### config.mk
export PLATFORM = sky130hd
export DESIGN_NAME = seq_mult_unit
export DESIGN_NICKNAME = d
export VERILOG_FILES = /design/src/rtl/seq_mult_unit.sv
export SDC_FILE = /design/constraint.sdc
export NUM_CORES = 1
export LEC_CHECK = 0
export ABC_AREA = 1
export CORE_ASPECT_RATIO = 0.9
export CORE_UTILIZATION = 45
export DETAILED_ROUTE_END_ITERATION = 16
export PLACE_DENSITY = 0.79
export SYNTH_ARGS = -nofsm -noshare
export SYNTH_HDL_FRONTEND = slang
export SYNTH_SLANG_ARGS = --single-unit
### constraint.sdc
create_clock -name clk -period 2.1 [get_ports clk]
set_clock_uncertainty 0.05 [all_clocks]
set_input_delay 0.42 -clock clk [delete_from_list [all_inputs] [get_ports clk]]
set_output_delay 0.42 -clock clk [all_outputs]
set_load 0.02 [all_outputs]
### src/rtl/seq_mult_unit.sv
// seq_mult_unit: shift-add multiplier with HI/LO registers and start/busy/done handshake; signed mode under MULT_SIGNED_EN
module seq_mult_unit #(
    parameter int WIDTH = 32
) (
    input  logic             clk,
    input  logic             rst,
    input  logic             start,
    input  logic             sgn,
    input  logic [WIDTH-1:0] A,
    input  logic [WIDTH-1:0] B,
    input  logic             hi_we,
    input  logic             lo_we,
    input  logic [WIDTH-1:0] wdata,
    output logic             busy,
    output logic             done,
    output logic [WIDTH-1:0] HI,
    output logic [WIDTH-1:0] LO
);
    localparam int CW = $clog2(WIDTH) + 1;
    typedef enum logic [1:0] {IDLE, BUSY, DONE} state_t;
    state_t             state_q, state_d;
    logic [CW-1:0]      cnt_q, cnt_d;
    logic [WIDTH-1:0]   mcand_q, mcand_d, hi_q, hi_d, lo_q, lo_d;
    logic [2*WIDTH-1:0] prod_q, prod_d, res;
    logic               neg_q, neg_d, neg_in;
    logic [WIDTH-1:0]   a_mag, b_mag;
    logic [WIDTH:0]     sum;
`ifdef MULT_SIGNED_EN
    assign a_mag  = (sgn && A[WIDTH-1]) ? -A : A;
    assign b_mag  = (sgn && B[WIDTH-1]) ? -B : B;
    assign neg_in = sgn && (A[WIDTH-1] ^ B[WIDTH-1]);
    assign res    = neg_q ? -prod_q : prod_q;
`else
    logic unused_ok;
    assign a_mag     = A;
    assign b_mag     = B;
    assign neg_in    = 1'b0;
    assign res       = prod_q;
    assign unused_ok = sgn ^ neg_q;
`endif
    assign busy = state_q == BUSY;
    assign done = state_q == DONE;
    assign HI   = hi_q;
    assign LO   = lo_q;
    // Next state: capture on accepted start, one multiplier bit per BUSY cycle, load HI/LO on the final cycle
    always_comb begin
        state_d = state_q;
        cnt_d   = cnt_q;
        mcand_d = mcand_q;
        prod_d  = prod_q;
        neg_d   = neg_q;
        hi_d    = hi_q;
        lo_d    = lo_q;
        sum     = {1'b0, prod_q[2*WIDTH-1:WIDTH]} + (prod_q[0] ? {1'b0, mcand_q} : '0);
        if (start && state_q != BUSY) begin
            state_d = BUSY;
            cnt_d   = '0;
            mcand_d = a_mag;
            prod_d  = {{WIDTH{1'b0}}, b_mag};
            neg_d   = neg_in;
        end else if (state_q == BUSY) begin
            if (cnt_q == CW'(WIDTH)) begin
                state_d      = DONE;
                {hi_d, lo_d} = res;
            end else begin
                prod_d = {sum, prod_q[WIDTH-1:1]};
                cnt_d  = cnt_q + 1'b1;
            end
        end else begin
            state_d = IDLE;
            hi_d    = hi_we ? wdata : hi_q;
            lo_d    = lo_we ? wdata : lo_q;
        end
    end
    // State and datapath registers with synchronous reset
    always_ff @(posedge clk) begin
        if (rst) begin
            state_q <= IDLE;
            cnt_q   <= '0;
            mcand_q <= '0;
            prod_q  <= '0;
            neg_q   <= 1'b0;
            hi_q    <= '0;
            lo_q    <= '0;
        end else begin
            state_q <= state_d;
            cnt_q   <= cnt_d;
            mcand_q <= mcand_d;
            prod_q  <= prod_d;
            neg_q   <= neg_d;
            hi_q    <= hi_d;
            lo_q    <= lo_d;
        end
    end
endmodule

Word level (Yosys, flattened, before mapping)
Index checks and enable logic that the tools add are counted.
W data, S select, Z words.

cells by class
  divide/modulo/power cells = 0
  $lt $le $gt $ge = 0
  shift-type cells = 0
  multiplexer cells = 13
  reductions and logical operators = 10
  bitwise gates (word level) = 3
  multiply operators = 0
  $add $sub $neg = 2
  equal/unequal tests = 7

operators with widths
  kind                   number
  $mux W32               10
  $add A32 B32 Y33       1
  $add A6 B1 Y6 const B  1
  $eq A6 B6 Y1 const B   1
  $reduce_and A3 Y1      2
  $reduce_bool A2 Y1     3
  $ne A2 B1 Y1 const B   2
  $reduce_and A2 Y1      2
  $mux W1                3
  $ne A3 B1 Y1 const B   1
  $not A1 Y1             3
  $reduce_or A3 Y1       1
  $eq A2 B1 Y1 const B   1
  $eq A2 B2 Y1 const B   1
  $ne A2 B2 Y1 const B   1
  $reduce_or A2 Y1       1
  $logic_and A1 B1 Y1    1

storage, ports and cells
  memories kept = 0
  bits in writable memories = 0
  bits in latches = 0
  output and inout port bits = 66
  input port bits = 102
  flip-flop bits (word level) = 168
  ROM bits = 0

Longest topological paths before layout
  word-level depth = 5
  mapped depth = 17

Worst setup path before layout
No wires, ideal clock.

  path kind = reg2reg
  start point = register prod_q[0]
  end point = register prod_q[55]
  slack = -50 ps
  data required time = 1941 ps
  data arrival time = 1991 ps
  cell stages (with the launch flop) = 18
  period minus slack after synthesis = 2150 ps
  setup time = 109 ps
  cell sequence = dfxtp_1 clkbuf_1 clkbuf_1 nand2_1 inv_1 fa_1 nand3_1 nand3_1 nand2_1 nand2_1 nand2_1 nand2_1 nand2_1 nand2_1 nand2_1 nand3_1 nand2_1 inv_1

on the way
  word-level cells in the longest chain between the ends = 2

RTL lines
  element                 line  source
  from (decl)             24    logic [2*WIDTH-1:0] prod_q, prod_d, res;
  from (signal assigned)  89    prod_q <= prod_d;
  $mux W32                54    sum = {1'b0, prod_q[2*WIDTH-1:WIDTH]} + (prod_q[0] ? {1'b0, mcand_q} : '0);
  $add A32 B32 Y33        54

No other way between the ends.
A chain may end at the register's enable or synchronous reset.

Final worst setup path
  start point = register prod_q[0]
  end point = register prod_q[59]

The elaborated chain is that of the path after synthesis.

==> out/results.txt <==
Clk_lat worst skew = 440 ps
CTS max path bufs = 2
Placer Congestion = 0.944
Top cells by area, synth = dfxtp_1, nand2_1, inv_1
Final Worst Setup Slack = -153 ps
Met1 WL = 12700 um
First-pass GRT wire length = 46400 um
Antenna viol nets, final = 0
Leading area contributor after synthesis = dfxtp_1
Critical path's largest stage delay = 410 ps
Critical path capture point type = register
Period minus WS final = 2250 ps
Max_cap viols = 0
Post-synthesis sequential area ratio = 35.5%
Layout cells sized above 1 = 16.7%
Crit Path Category = reg2reg
Chip height = 140 um
Clock root cell = clkbuf_16
CP bufs+invs = 3
Min-Delay Path Class = reg2reg
Dpl cells = 1969
Slew Limit Fails = 0
Worst-path cell chain = clkbuf_16, nand2_1, inv_2, fa_2, nand3_2, nand3_4, nand3_2, nand3b_1, nand2_1, nand2_1, nand2_1, nand3_1, nand2_1, inv_1
Reg area = 3370 sq um
Peak supply drop = 0.525 mV
#FFs+latches synth = 168
Worst path slowest cell = dfxtp_4
Share of the synthesized area in the top cell type = 35.5%
Syn Inst Count = 1534
Clk sinks = 168
Number of fill cells in the layout = 1713
Synth top cells by count = nand2_1, inv_1, nor2_1
Drt drc = 0
DP Area = 11700 sq um
Arrival time worst endpoint = 2540 ps
Worst-path clk slew = 70 ps
Post-Place Setup Slack = -84.5 ps
TritonRoute pass-1 iters = 5
Num rows = 49
Cell family with most CP delay = simple AND/OR/NAND/NOR gates
CTS tree = built
Overall routing resource usage = 26.9%
Violation count after the first detailed-route iteration = 824
Initial core utilization = 46.7%
Final Power = 8.70 mW
CTS buffer count = 17
Syn avg cell area = 6.18 sq um
Achievable Freq = 444 MHz
Hold Violations, Final = 0
RSZ-0062 raised after global routing = true
Pwr Density = 663 nW/um^2
Vias = 10500
Final nets = 1852
Largest net degree at the start of global routing = 49
Cell repeated most along the worst path = nand2_1
Worst-Margin Slew = 601 ps
Number of top-level pins = 168
Final core utilization = 64.7%
Synth cell types = 36
Final wirelength = 31000 um
Final setup viols = 15
Number of flops mapped to enable cells by yosys = 0
Yosys warnings = 0
Routed vias/inst = 5.23
Gr ovfl total = 0
Worst EP required = 2390 ps
Static Leak = 6.14 nW
Initial antenna violation count = 0
Period utilisation layout = 107%
Number of global-route vias before repair = 9497
Most frequent cell after synthesis = nand2_1
Footprint of the multi-input gates = 5640 sq um
Ys flop type = dfxtp_1
Worst rel slew slack = 59.9%
DR WL met3 = 2210 um
Max layer used = met4
Syn_nets = 1671
Antenna Cells = 0
Die area = 21600 sq um
Startpoint types = register
DP Wirelength = 21100 um
H-tree depth = 4
Non-Filler Instances = 2008
Core outline area = 20300 sq um
Status = finished, violations left
Critical Path Fanout Max = 6
Mapped Area = 9470 sq um
WL/cell = 15.4 um
Failing checks = negative setup slack
Synthesis-to-layout area growth = 38.6%
Count of buffers from port buffering = 166
Post-synth ARST share = 0%
Fin area = 13100 sq um
Die width = 155 um
Met2 routed WL = 14600 um
-- final timing paths --
kind         cells past startpoint  slack, ps       from          to
max reg2reg                     14       -150  prod_q[0]  prod_q[59]
min                              2        390     HI[10]      HI[10]
max                             14       -150  prod_q[0]  prod_q[59]
min reg2reg                      2        390     HI[10]      HI[10]
-- cell families after synthesis --
logic type | Yosys count | synth area share [%]
adders and majority gates | 35 | 4.70
AOI/OAI and AO/OA | 266 | 14.9
buffers and inverters | 317 | 13.2
xor gates and xnor gates | 9 | 0.832
and+or+nand+nor | 739 | 30.9
DFF | 168 | 35.5
-- worst min-delay path, cell delays in order (launching register included) --
cell and delay, ps:
dfxtp_1 310, inv_1 50, a21oi_1 50
-- area by class of cell --
cell class / count / share of cell area [%]
sequential: 168 / 25.6
timing repair buffer: 230 / 17.2
clock buffer: 17 / 3.24
clock inverter: 15 / 1.19
multi-input combinational: 1049 / 42.9
tap: 280 / 2.67
inverter: 249 / 7.12
-- metrics by stage --
step / hold slack (ps) / TNS [ps]
after global placement: 382 / -228
after global routing: 415 / -2780
after CTS: 397 / -50.3
after floorplan: 405 / -15.4
after detailed placement: 386 / -575
final: 395 / -871
-- power breakdown --
group	internal [mW]	switching, mW	leakage, nW
clock	1.58	1.54	0.283
combinational	0.854	1.09	4.47
sequential	3.45	0.185	1.38
-- routing by layer --
metal	global-route usage, %	vias to the layer above
met5	0	-
met4	13.1	0
met3	5.26	106
met1	33.2	4819
li1	-	5127
met2	44.6	455
-- placed cells by master (no fill, tap or decap), drive strengths merged, types with 4 or more instances in the layout --
| master | count |
|---|---|
| nand2 | 487 |
| inv | 256 |
| nor2 | 177 |
| dfxtp | 168 |
| clkdlybuf4s50 | 165 |
| o21ai | 136 |
| a21oi | 89 |
| buf | 62 |
| nand3 | 57 |
| ha | 34 |
| a31oi | 27 |
| clkbuf | 19 |
| a32oi | 7 |
| clkinv | 7 |
| xor2 | 6 |
| nor3 | 5 |
| or2 | 4 |
-- registers in the layout (all words and copies together) (netlist names) --
| name | count |
|---|---|
| HI | 32 |
| cnt_q | 6 |
| state_q | 2 |
| LO | 32 |
| prod_q | 64 |
| mcand_q | 32 |
-- what timing repair did --
item / in CTS / in global routing
buffers inserted: 1 / 3
cloned: 0 / 3
gates resized for setup: 33 / 180
hold buffers: 0 / 0
pin swaps: 4 / 25
setup endpoints to repair: 19 / 26
Note: power is estimated with default switching activity, not from simulation.
